<file path="config.mk">
export PLATFORM = sky130hd
export DESIGN_NAME = seq_pattern_tx_flat
export DESIGN_NICKNAME = d
export VERILOG_FILES = /design/src/rtl/seq_pkg.sv /design/src/rtl/seq_pattern_tx_if.sv /design/src/rtl/seq_shift_reg.sv /design/src/rtl/seq_pattern_tx.sv /design/src/flat_wrapper.sv
export SDC_FILE = /design/constraint.sdc
export NUM_CORES = 1
export LEC_CHECK = 0
export CORE_MARGIN = 2
export CORE_UTILIZATION = 60
export DETAILED_ROUTE_END_ITERATION = 16
export DONT_BUFFER_PORTS = 1
export PLACE_DENSITY = 0.76
export SETUP_SLACK_MARGIN = 0.15
export SYNTH_ARGS = -nofsm -noshare
export SYNTH_HDL_FRONTEND = slang
export SYNTH_SLANG_ARGS = --single-unit
</file>
<file path="constraint.sdc">
create_clock -name clk -period 4.4 [get_ports clk]
set_input_delay 0.44 -clock clk [delete_from_list [all_inputs] [get_ports clk]]
set_output_delay 0.44 -clock clk [all_outputs]
set_load 0.01 [all_outputs]
</file>
<file path="src/rtl/seq_pkg.sv">
// rtl/seq_pkg.sv - shared state encoding and helpers for the serial pattern transmitter/detector pair
package seq_pkg;

  localparam int SEQ_STATE_W = 2;

  typedef enum logic [SEQ_STATE_W-1:0] {
    IDLE  = 2'd0,
    SHIFT = 2'd1,
    PAR   = 2'd2,
    GAP   = 2'd3
  } seq_state_e;

  function automatic int unsigned clamp_len(input int unsigned len, input int unsigned max_len);
    return (len > max_len) ? max_len : len;
  endfunction

endpackage

</file>
<file path="src/rtl/seq_pattern_tx_if.sv">
// rtl/seq_pattern_tx_if.sv - pattern request channel between a requester and seq_pattern_tx
interface seq_pattern_tx_if #(
  parameter int PAT_W = 8
) ();

  localparam int LW = $clog2(PAT_W) + 1;

  logic [PAT_W-1:0] pat_data;
  logic [LW-1:0]    pat_len;
  logic             pat_valid;
  logic             pat_ready;

  modport master (
    output pat_data,
    output pat_len,
    output pat_valid,
    input  pat_ready
  );

  modport slave (
    input  pat_data,
    input  pat_len,
    input  pat_valid,
    output pat_ready
  );

endinterface

</file>
<file path="src/rtl/seq_shift_reg.sv">
// rtl/seq_shift_reg.sv - pattern shift register: loads so that bit len-1 lands in the MSB, shifts MSB-first
module seq_shift_reg #(
  parameter int PAT_W = 8,
  parameter int LW    = $clog2(PAT_W) + 1
) (
  input  logic             clk,
  input  logic             reset,
  input  logic             load,
  input  logic             shift_en,
  input  logic [PAT_W-1:0] data,
  input  logic [LW-1:0]    len,
  output logic             bit_out
);

  localparam logic [LW-1:0] MAX_LEN = LW'(PAT_W);

  logic [PAT_W-1:0] sr_q, sr_d;

  always_comb begin
    sr_d = sr_q;
    if (load) begin
      // len is already clamped, so the shift never exceeds PAT_W
      sr_d = data << (MAX_LEN - len);
    end else if (shift_en) begin
      sr_d = sr_q << 1;
    end
  end

  always_ff @(posedge clk or negedge reset) begin
    if (!reset) begin
      sr_q <= '0;
    end else begin
      sr_q <= sr_d;
    end
  end

  assign bit_out = sr_q[PAT_W-1];

endmodule

</file>
<file path="src/rtl/seq_pattern_tx.sv">
// rtl/seq_pattern_tx.sv - serial pattern transmitter: MSB-first frame, optional parity, idle gap
// Optional trailing even-parity bit enabled by defining SEQ_PATTERN_TX_PARITY_EN.
module seq_pattern_tx
  import seq_pkg::*;
#(
  parameter int PAT_W   = 8,
  parameter int GAP_CYC = 2
) (
  input  logic                 clk,
  input  logic                 reset,
  seq_pattern_tx_if.slave      req,
  output logic                 ser_out,
  output logic                 ser_valid,
  output logic                 busy,
  output logic                 done
);

  localparam int LW = $clog2(PAT_W) + 1;
  localparam int GW = (GAP_CYC > 1) ? $clog2(GAP_CYC) : 1;

  seq_state_e      state_q, state_d;
  logic [LW-1:0]   cnt_q, cnt_d;
  logic [GW-1:0]   gap_q, gap_d;
  logic            done_q, done_d;

  logic            accept;
  logic            shift_en;
  logic            last_bit;
  logic            cur_bit;
  logic [LW-1:0]   len_c;

  assign accept   = req.pat_valid && (state_q == IDLE);
  assign len_c    = LW'(clamp_len(32'(req.pat_len), PAT_W));
  assign shift_en = (state_q == SHIFT);
  assign last_bit = (cnt_q == LW'(1));

  seq_shift_reg #(
    .PAT_W (PAT_W),
    .LW    (LW)
  ) u_shift (
    .clk      (clk),
    .reset    (reset),
    .load     (accept),
    .shift_en (shift_en),
    .data     (req.pat_data),
    .len      (len_c),
    .bit_out  (cur_bit)
  );

`ifdef SEQ_PATTERN_TX_PARITY_EN
  logic par_q, par_d;

  always_comb begin
    par_d = par_q;
    if (accept) begin
      par_d = 1'b0;
    end else if (shift_en) begin
      par_d = par_q ^ cur_bit;
    end
  end

  always_ff @(posedge clk or negedge reset) begin
    if (!reset) begin
      par_q <= 1'b0;
    end else begin
      par_q <= par_d;
    end
  end
`endif

  always_ff @(posedge clk or negedge reset) begin
    if (!reset) begin
      state_q <= IDLE;
      cnt_q   <= '0;
      gap_q   <= '0;
      done_q  <= 1'b0;
    end else begin
      state_q <= state_d;
      cnt_q   <= cnt_d;
      gap_q   <= gap_d;
      done_q  <= done_d;
    end
  end

  always_comb begin
    state_d = state_q;
    cnt_d   = cnt_q;
    gap_d   = gap_q;
    done_d  = 1'b0;
    unique case (state_q)
      IDLE: begin
        if (accept) begin
          if (len_c == '0) begin
            done_d = 1'b1;
          end else begin
            state_d = SHIFT;
            cnt_d   = len_c;
          end
        end
      end
      SHIFT: begin
        cnt_d = cnt_q - LW'(1);
        if (last_bit) begin
`ifdef SEQ_PATTERN_TX_PARITY_EN
          state_d = PAR;
`else
          done_d  = 1'b1;
          state_d = (GAP_CYC == 0) ? IDLE : GAP;
          gap_d   = GW'(GAP_CYC - 1);
`endif
        end
      end
`ifdef SEQ_PATTERN_TX_PARITY_EN
      PAR: begin
        done_d  = 1'b1;
        state_d = (GAP_CYC == 0) ? IDLE : GAP;
        gap_d   = GW'(GAP_CYC - 1);
      end
`endif
      GAP: begin
        // gap_q counts down to zero, giving exactly GAP_CYC cycles here
        if (gap_q == '0) begin
          state_d = IDLE;
        end else begin
          gap_d = gap_q - GW'(1);
        end
      end
      default: begin
        state_d = IDLE;
      end
    endcase
  end

  always_comb begin
    req.pat_ready = (state_q == IDLE);
    busy          = (state_q != IDLE);
    done          = done_q;
    ser_valid     = 1'b0;
    ser_out       = 1'b0;
    if (state_q == SHIFT) begin
      ser_valid = 1'b1;
      ser_out   = cur_bit;
    end
`ifdef SEQ_PATTERN_TX_PARITY_EN
    if (state_q == PAR) begin
      ser_valid = 1'b1;
      ser_out   = par_q;
    end
`endif
  end

endmodule

</file>
<file path="src/flat_wrapper.sv">
// flat-port wrapper written by rule: the top's interface ports become plain ports
module seq_pattern_tx_flat import seq_pkg::*;
#(
  parameter int PAT_W   = 8,
  parameter int GAP_CYC = 2
)
  (clk, reset, ser_out, ser_valid, busy, done, req_pat_data, req_pat_len, req_pat_valid, req_pat_ready);
  seq_pattern_tx_if #(.PAT_W(PAT_W)) req_i ();
  input  logic clk;
  input  logic reset;
  output logic ser_out;
  output logic ser_valid;
  output logic busy;
  output logic done;
  input wire logic [$bits(req_i.pat_data)-1:0] req_pat_data;
  input wire logic [$bits(req_i.pat_len)-1:0] req_pat_len;
  input wire logic [$bits(req_i.pat_valid)-1:0] req_pat_valid;
  output wire logic [$bits(req_i.pat_ready)-1:0] req_pat_ready;
  assign req_i.pat_data = req_pat_data;
  assign req_i.pat_len = req_pat_len;
  assign req_i.pat_valid = req_pat_valid;
  assign req_pat_ready = req_i.pat_ready;
  seq_pattern_tx #(.PAT_W(PAT_W), .GAP_CYC(GAP_CYC)) u_core (.clk(clk), .reset(reset), .req(req_i), .ser_out(ser_out), .ser_valid(ser_valid), .busy(busy), .done(done));
endmodule
</file>
==> results of run 1 <==
-- flip-flops by register name, indices dropped and copies added, names as in the netlist --
name and cells:
u_core.cnt_q 4, u_core.gap_q 1, u_core.state_q 2, u_core.done 1, u_core.u_shift.sr_q 8
-- worst max-delay path, stage by stage --
cell and delay (ns):
nor2b_1 0.50, inv_2 0.18, ha_1 0.34, xnor2_4 0.35, mux2_2 0.38, a21oi_1 0.22
o211ai_1 0.13
-- final cells by class --
| type | count | area, um^2 |
|---|---|---|
| Clock buffer | 4 | 36.3 |
| Fill cell | 154 | 591 |
| Inverter | 9 | 33.8 |
| Multi-Input combinational cell | 86 | 643 |
| Sequential cell | 16 | 400 |
| Tap cell | 25 | 31.3 |
| Timing Repair Buffer | 1 | 10.0 |
-- synthesized netlist by cell type (2+ instances only) --
master and n:
buf_6 2, nor3_1 2, nor2_1 7, o22ai_1 2
nand2_1 11, mux2i_1 3, o21ai_1 3, a21oi_1 4
o211ai_1 2, nor2b_1 3, a31oi_1 4, xnor2_1 2
nand3_1 2, ha_1 3, inv_1 7, dfrtp_1 16
a22oi_1 4, o21ai_0 5, mux4_2 2, clkbuf_8 2
mux2_2 3
-- power by group --
part	switching, mW	internal, mW	total (mW)
clock	0.0451	0.0503	0.0954
sequential	0.0416	0.185	0.227
combinational	0.125	0.0930	0.218
-- stage by stage --
stage	total power [mW]	std cells
after floorplan	0.415	116
after global routing	0.583	141
after detailed placement	0.440	136
after global placement	0.431	136
final	0.540	141
after CTS	0.542	141
-- cell families after synthesis --
logic type / share of synthesized area
and+or+nand+nor: 0.187
AOI/OAI and AO/OA: 0.202
DFF: 0.354
buffers and inverters: 0.0774
muxes: 0.106
xor gates and xnor gates: 0.0398
adders and majority gates: 0.0332
-- layer usage --
layer | wire length, um | up-vias | share of wire | global-route usage
met5 | 0 | - | 0 | 0
met1 | 1040 | 387 | 0.47 | 0.319
met2 | 977 | 38 | 0.44 | 0.349
met3 | 173 | 2 | 0.078 | 0.0604
met4 | 22 | 0 | 0.010 | 0.100
li1 | - | 425 | - | -
-- final timing paths --
kind / to / slack (ns)
setup / recovery: u_core.u_shift.sr_q[7] / 2.00
hold / removal: u_core.u_shift.sr_q[0] / 0.33
setup reg to reg: u_core.u_shift.sr_q[5] / 2.60
hold reg to reg: u_core.u_shift.sr_q[3] / 0.49
max in group asynchronous: u_core.u_shift.sr_q[0] / 3.29
min in group asynchronous: u_core.cnt_q[0] / 0.64
==> run summary, run 1 <==
Core Area = 1750 um^2
Worst slew margin = 0.487
Synth cell types = 48
Final setup violation count = 0
CP endpoint kind = flop
layout cell share with drive strength beyond 1 = 0.164
fin worst setup slack = 2.00 ns
Synth Warn # = 0
P_leak = 0.471 nW
Setup crit start kind = input pin
H-tree depth reported by CTS = 1
clock transition at the registers of the reported paths = 0.09 ns
Max Cap Violations = 0
f_max = 0.417 GHz
max-slew violations = 0
dpl ws = 1.71 ns
sequential cell area fraction in the yosys report = 0.354
Hold Crit Start = req_pat_data[0]
maximum buffer depth of the clock tree = 2
most frequent cells in the layout = 16 x dfrtp_1, 11 x nand2_1, 7 x inv_1, 7 x nor2_1, 5 x o21ai_0
Area Overhead vs Synth = 2.10%
CP Data Required Time = 4.55 ns
Vias = 852
Hold Path Cell Cnt = 1
Final period util = 0.545
#FFs+latches synth = 16
minimum clock period = 2.40 ns
top cells by area, synth = dfrtp_1 35%, mux4_2 4.0%, nand2_1 3.7%
worst reg2reg startpoint = u_core.state_q[1]
drt drc = 0
vias in the first global route = 805
Post-CTS Setup Repair Bufs = 0
Post-DRT Antenna Nets = 0
Final GP Congestion = 0.853
Row Count = 15
Power Dens Cells = 468 nW/um^2
RSZ-0062 raised after global routing = no
CP Class = input pin to flop
Max VDD drop = 0.000393 V
grt total ovfl = 0
final core utilization = 0.662
status = finished, final reports clean
Die X = 47.4 um
post-route clock skew = 0.00822 ns
CP arrival = 2.55 ns
DPL Wire Length = 1690 um
Initial Util = 0.648
Resized cells post-CTS = 0
die height = 47.4 um
Initial DRC Count = 18
CTS Root Cell = clkbuf_4
antenna violations before repair = 0
share of the synthesized area in the top cell type = 0.354
hold_ws = 0.333 ns
first-pass GRT wire length = 3510 um
port bufs = 0
Setup TNS Final = 0 ns
GRT Total Usage = 0.233
die area = 2250 um^2
Final Cell Area = 1150 um^2
worst slew pin tran = 0.767 ns
drt total wl = 2210 um
boundary pin count = 20
Post-synth EDFFs = 0
TritonCTS Buffers = 3
Post-synth ARST share = 1.00
TritonCTS clock tree = done
final hold vios = 0
worst skew pair latency = 0.28 ns
syn avg cell area = 9.75 um^2
placed instance area = 1110 um^2
Via density = 6.04
min-delay worst type = input pin to flop
Mapped Area = 1130 um^2
post-synth net total = 134
diode count = 0
most common cell after layout, fill and taps aside = dfrtp_1
Hold Buf Count CTS = 1
CTS Sinks = 16
Worst Path Max Fanout = 8
routed len/inst = 15.7 um
Cells after Synth = 116
drt first pass iters = 4
ys flop type = dfrtp_1
largest net degree at the start of global routing = 17
Final Net Count = 135
post-synth top area cell = dfrtp_1
Setup crit start = req_pat_len[0]
worst reg-to-reg path cell count = 6
Note: power is estimated with default switching activity, not from simulation.
==> inputs of run 2 (changes only) <==
--- a/config.mk
+++ b/config.mk
@@ -5,11 +5,12 @@
 export SDC_FILE = /design/constraint.sdc
 export NUM_CORES = 1
 export LEC_CHECK = 0
+export ABC_AREA = 1
 export CORE_MARGIN = 2
-export CORE_UTILIZATION = 60
+export CORE_UTILIZATION = 56
 export DETAILED_ROUTE_END_ITERATION = 16
 export DONT_BUFFER_PORTS = 1
-export PLACE_DENSITY = 0.76
+export PLACE_DENSITY = 0.74
 export SETUP_SLACK_MARGIN = 0.15
 export SYNTH_ARGS = -nofsm -noshare
 export SYNTH_HDL_FRONTEND = slang
==> constraint.sdc (replaced) <==
create_clock -name clk -period 2 [get_ports clk]
set_input_delay 0.2 -clock clk [delete_from_list [all_inputs] [get_ports clk]]
set_output_delay 0.2 -clock clk [all_outputs]
set_load 0.01 [all_outputs]
==> run 2 against run 1 <==
  * Sequential cell count stayed put
  * Clock skew fell by 0.0014 ns
  * Wire length rose by 14%
  * Clock-buffer cell count did not move
==> run summary, run 2 <==
status = finished, final reports clean
RSZ-0062 raised after global routing = no
Resized cells post-CTS = 0 (unchanged)
drt first pass iters = 6 (+2)
Power Dens Cells = 1150 nW/um^2 (+150%)
placed instance area = 1240 um^2 (+12%)
vias in the first global route = 1084 (+35%)
Final Cell Area = 1290 um^2 (+11%)
Final period util = 0.844
worst skew pair latency = 0.30 ns (+0.02 ns)
sequential cell area fraction in the yosys report = 0.331 (-0.0234)
CP endpoint kind = output pin
M3 GR Usage = 0.0536 (-0.00681)
most common cell after layout, fill and taps aside = nand2_1
Die X = 50.5 um (+6.5%)
H-tree depth reported by CTS = 1 (unchanged)
Core Area = 2000 um^2 (+15%)
Area Overhead vs Synth = 6.30%
Hold EP = u_core.done
#FFs+latches synth = 16 (unchanged)
maximum buffer depth of the clock tree = 2 (unchanged)
antenna violations before repair = 0 (unchanged)
clock transition at the registers of the reported paths = 0.10 ns (about the same)
Cells after Synth = 170 (+47%)
fin worst setup slack = 0.311 ns (-1.69 ns)
largest net degree at the start of global routing = 17 (unchanged)
Final Net Count = 193 (+43%)
layout cell share with drive strength beyond 1 = 0.126 (-0.0374)
post-route clock skew = 0.00687 ns (-0.00135 ns)
min-delay worst type = input pin to flop
Synth cell types = 32 (-33%)
top cells by area, synth = dfrtp_1 33%, nand2_1 15%, nand3_1 13%
GR Util met1 = 0.251 (-0.0680)
CTS Root Cell = clkbuf_4
port bufs = 0 (unchanged)
share of the synthesized area in the top cell type = 0.331 (-0.0234)
routed len/inst = 12.5 um (-20%)
Final GP Congestion = 0.849 (-0.54%)
Initial DRC Count = 37 (+19)
post-synth top area cell = dfrtp_1
R2R setup slack = 0.48 ns (-2.12 ns)
commonest cells in the netlist = 50 x nand2_1, 31 x nand3_1, 19 x inv_1
Final setup violation count = 0 (unchanged)
Hold Buf Count CTS = 1 (unchanged)
f_max = 0.592 GHz
CTS Sinks = 16 (unchanged)
Setup TNS Final = 0 ns (unchanged)
drt drc = 0 (unchanged)
Vias = 1103 (+29%)
Mapped Area = 1210 um^2 (+7.1%)
post-synth net total = 188 (+40%)
CP max-delay cell = dfrtp_1
Post-CTS Setup Repair Bufs = 0 (unchanged)
Post-DRT Antenna Nets = 0 (unchanged)
Via density = 5.49 (-9.2%)
most frequent cells in the layout = 50 x nand2_1, 31 x nand3_1, 19 x inv_1
gr busiest metal = met2
Worst slew margin = 0.533 (+0.0460)
ys flop type = dfrtp_1
drt total wl = 2520 um (+14%)
syn avg cell area = 7.12 um^2 (-27%)
Max Cap Violations = 0 (unchanged)
Post-synth ARST share = 1.00 (unchanged)
Post-synth EDFFs = 0 (unchanged)
Critical R2R Capture = u_core.u_shift.sr_q[4]
minimum clock period = 1.69 ns
grt total ovfl = 0 (unchanged)
Total Power = 1.48 mW (+170%)
boundary pin count = 20 (unchanged)
DPL Wire Length = 1940 um (+15%)
TritonCTS clock tree = done
Max VDD drop = 0.000701 V (+78%)
CP most frequent cell = inv_1
CP max stage delay = 0.44 ns (-0.06 ns)
final core utilization = 0.643 (-0.0185)
Hold Path Cell Cnt = 3 (+2)
Worst Path Max Fanout = 8 (unchanged)
Row Count = 16 (+1)
max reg flops = 8 (unchanged)
die height = 50.5 um (+6.5%)
diode count = 0 (unchanged)
TritonCTS Buffers = 3 (unchanged)
Hold Crit Start = req_pat_len[3]
Initial Util = 0.605 (-0.0430)
max-slew violations = 0 (unchanged)
CP arrival = 1.49 ns (-1.06 ns)
Synth Warn # = 0 (unchanged)
CP Class = flop to output pin
CP Data Required Time = 1.80 ns (-2.75 ns)
die area = 2550 um^2 (+13%)
worst slew pin tran = 0.698 ns (-0.0697 ns)
final hold vios = 0 (unchanged)
GRT Total Usage = 0.222 (-0.0103)
worst reg2reg startpoint = u_core.state_q[1]
Top reg by flops = u_core.u_shift.sr_q
P_leak = 0.671 nW (+43%)
dpl ws = 0.273 ns (-1.44 ns)
Largest regs = u_core.u_shift.sr_q x8, u_core.cnt_q x4, u_core.state_q x2
worst reg-to-reg path cell count = 11 (+5)
Setup crit start kind = flop
Cell Chain, Critical Path = inv_1 > nor2_4 > inv_1 > nor2_1
met2 Use GR = 0.417 (+0.0680)
# fillers = 191 (+24%)
most frequent cell after synthesis = nand2_1
first-pass GRT wire length = 4360 um (+24%)
-- run 2: changes by cell type after synthesis, sizes merged, moves of 4 or more --
| cell | change |
|---|---|
| nand2 | +42 |
| a22oi | -4 |
| inv | +16 |
| nand3 | +29 |
| nor2b | -4 |
| o21ai | +7 |
| mux2 | -4 |
-- run 2: worst max-delay path by stage --
stage          cells after the start                endpoint  slack, ns              start
4_1_cts                            4                 ser_out       0.30  u_core.state_q[0]
2_1_floorplan                     12       u_core.state_q[0]       0.31     req_pat_len[0]
3_3_place_gp                      10  u_core.u_shift.sr_q[5]       0.33     req_pat_len[0]
3_5_place_dp                      10  u_core.u_shift.sr_q[5]       0.27     req_pat_len[0]
5_1_grt                            4                 ser_out       0.20  u_core.state_q[0]
6_report                           4                 ser_out       0.31  u_core.state_q[0]
-- run 2: logic make-up after synthesis --
group,count (synthesis),share of synthesized area
AO/OA/AOI/OAI,21,0.102
XOR/XNOR,3,0.0372
adder cells (fa/ha/maj),3,0.0310
buffers and inverters,27,0.0961
flip-flops,16,0.331
AND/OR/NAND/NOR,100,0.403
-- run 2: cell type report --
type                       count  area [um^2]  area share
multi-input combinational    127          694       0.539
sequential                    16          400       0.311
inverter                      24         97.6      0.0758
clock buffer                   4         36.3      0.0282
tap                           27         33.8      0.0262
timing repair buffer           3         25.0      0.0194
-- run 2: metrics by stage --
step                      cells  hold WS [ns]
after CTS                   201        0.0998
final                       201        0.0989
after detailed placement    196       -0.0950
after global routing        201         0.108
after global placement      196       -0.0952
after floorplan             170       -0.0956
-- run 2: layer usage --
layer / wire, um / part of all wire
met2: 1330 / 0.53
met5: 0 / 0
met3: 132 / 0.052
met4: 20 / 0.0080
met1: 1030 / 0.41
-- run 2: power by group --
group          total [mW]  switching [mW]  internal [mW]
Combinational       0.711           0.440          0.272
Clock               0.225           0.114          0.111
Sequential          0.544          0.0901          0.454
Total                1.48           0.644          0.836
-- run 2: critical path: cells and delay by family (launching register included) --
kind,cells,cell delay (ns)
buffers and inverters,2,0.30
DFF,1,0.44
and+or+nand+nor,2,0.46
==> inputs of run 3 (changes only) <==
==> constraint.sdc (replaced) <==
create_clock -name clk -period 1.4 [get_ports clk]
set_input_delay 0.14 -clock clk [delete_from_list [all_inputs] [get_ports clk]]
set_output_delay 0.14 -clock clk [all_outputs]
set_load 0.01 [all_outputs]
==> run 3 against run 2 <==
  * The run now ends with setup timing left
  * Final cell count up 8.0%
  * Clock skew up 0.0038 ns
  * First-iteration DRC count down 14%
  * Clock-buffer cell count unchanged
  * Sequential power up 42%
  * Combinational power up 120%
  * Critical path type is now flop to flop
==> run summary, run 3 (synthesized netlist as in run 2, its figures left out) <==
first-pass GRT wire length = 5180 um (+19%)
Row Count = 16 (unchanged)
most common cell after layout, fill and taps aside = nand2_1
DPL Wire Length = 2160 um (+12%)
Worst Path Max Fanout = 5 (-3)
f_max = 0.704 GHz
CP Class = flop to flop
Initial DRC Count = 32 (-14%)
post-route clock skew = 0.0107 ns (+0.00381 ns)
TritonCTS clock tree = done
GRT Total Usage = 0.267 (+0.0447)
Setup crit start = u_core.state_q[1]
Largest regs = u_core.u_shift.sr_q x8, u_core.cnt_q x4, u_core.state_q x2
Initial Util = 0.605 (unchanged)
Area Overhead vs Synth = 28.8%
Final Cell Area = 1560 um^2 (+21%)
CP arrival = 1.65 ns (+0.16 ns)
worst skew pair latency = 0.29 ns (about the same)
antenna violations before repair = 0 (unchanged)
combinational share of power = 0.587 (+0.107)
dpl ws = -0.000359 ns (-0.273 ns)
maximum buffer depth of the clock tree = 2 (unchanged)
Die X = 50.5 um (unchanged)
Max Cap Violations = 0 (unchanged)
TritonCTS Buffers = 3 (unchanged)
Final setup violation count = 1 (+1)
boundary pin count = 20 (unchanged)
CTS Root Cell = clkbuf_4
diode count = 0 (unchanged)
failing checks = setup timing
Post-DRT Antenna Nets = 0 (unchanged)
drt first pass iters = 4 (-2)
drt total wl = 3110 um (+24%)
final hold vios = 0 (unchanged)
Max VDD drop = 0.00139 V (+99%)
CP endpoint kind = flop
Finished Layout Cells = 217 (+8.0%)
RSZ-0062 raised after global routing = yes
Clock power frac = 0.115 (-0.037)
most frequent cells in the layout = 44 x nand2_1, 27 x nand3_1, 16 x buf_4
port bufs = 0 (unchanged)
fin worst setup slack = -0.0199 ns (-0.331 ns)
grt total ovfl = 0 (unchanged)
Total Power = 2.60 mW (+76%)
max reg flops = 8 (unchanged)
Via density = 5.61 (+2.3%)
vias in the first global route = 1227 (+13%)
routed len/inst = 14.3 um (+14%)
Top reg by flops = u_core.u_shift.sr_q
placed instance area = 1380 um^2 (+11%)
Sequential Power Share = 0.298 (-0.069)
H-tree depth reported by CTS = 1 (unchanged)
P_sw = 1.14 mW (+77%)
Power Dens Cells = 1670 nW/um^2 (+45%)
drt drc = 0 (unchanged)
Final period util = 1.01
R2R setup slack = -0.02 ns (-0.50 ns)
worst reg2reg startpoint = u_core.state_q[1]
clock transition at the registers of the reported paths = 0.09 ns (about the same)
die area = 2550 um^2 (unchanged)
minimum clock period = 1.42 ns
hold_ws = 0.0642 ns (-0.0347 ns)
min-delay worst type = input pin to flop
largest net degree at the start of global routing = 17 (unchanged)
Worst slew margin = 0.513 (-0.0204)
Cell Int Power = 1.46 mW (+75%)
die height = 50.5 um (unchanged)
Core Area = 2000 um^2 (unchanged)
Setup crit start kind = flop
status = finished with violations
placed insts = 205 (+4.6%)
layout cell share with drive strength beyond 1 = 0.347 (+0.221)
Final GP Congestion = 0.901 (+6.1%)
P_leak = 0.768 nW (+15%)
worst slew pin tran = 0.728 ns (+0.0304 ns)
Vias = 1218 (+10%)
Hold Crit Start = req_pat_len[2]
max-slew violations = 0 (unchanged)
CP Data Required Time = 1.63 ns (-0.17 ns)
Net Sw Frac = 0.438 (+0.00258)
Final Net Count = 209 (+8.3%)
CTS Sinks = 16 (unchanged)
## run 3: changes by cell type in the layout (fill, tap and decap cells not counted), moves of 4 or more
cell     before  now
nand3_1      31   27
nor2_1        5    1
buf_4         2   16
o21ai_0      12    1
o21ai_1       1    9
nand2_1      50   44
nand2_2       1    6
inv_1        19   15
## run 3: worst paths after layout
kind	to	cells after the start
max	u_core.u_shift.sr_q[4]	11
min	u_core.done	3
max reg2reg	u_core.u_shift.sr_q[4]	11
min reg2reg	u_core.gap_q	2
max in group asynchronous	u_core.state_q[0]	1
min in group asynchronous	u_core.u_shift.sr_q[0]	1
## run 3: worst max-delay path, stage by stage (launching register included)
cell     delay, ns
dfrtp_2       0.45
nor2_4        0.15
nand2_4       0.08
inv_6         0.08
nand2_8       0.07
nor2_8        0.16
inv_4         0.06
o21ai_2       0.05
nand2_1       0.07
nand2_1       0.06
nand2_1       0.07
nand2_1       0.08
## run 3: layout make-up
class,count,area (um^2)
Tap cell,27,33.8
Inverter,24,108
Timing Repair Buffer,19,153
Fill cell,142,442
Multi-Input combinational cell,127,827
Clock buffer,4,36.3
Sequential cell,16,403
## run 3: per-layer routing
layer | part of all wire | wire length, um | track usage
met5 | 0 | 0 | 0
met4 | 0.016 | 49 | 0.0541
met3 | 0.041 | 127 | 0.0714
met2 | 0.56 | 1740 | 0.509
met1 | 0.38 | 1190 | 0.294
## run 3: through the flow
step / setup TNS, ns / util
after floorplan: -0.0603 / -
after global placement: 0 / 0.691
after detailed placement: -0.000359 / 0.691
after CTS: 0 / 0.744
after global routing: -0.154 / 0.779
final: -0.0199 / 0.779
## run 3: repair_timing
action,CTS,global route
pin swaps,6,12
buffers inserted,5,2
hold buffers,1,0
gates resized for setup,7,25
hold endpoints to repair,16,0
setup endpoints to repair,13,17
## run 3: power by group through the flow
stage / clock network [mW] / registers [mW] / logic [mW]
finish: 0.298 / 0.775 / 1.53
floorplan: 0 / 0.759 / 0.875
CTS: 0.308 / 0.766 / 1.31
global placement: 0 / 0.765 / 1.15
global route: 0.328 / 0.792 / 1.69
detailed placement: 0 / 0.770 / 1.20
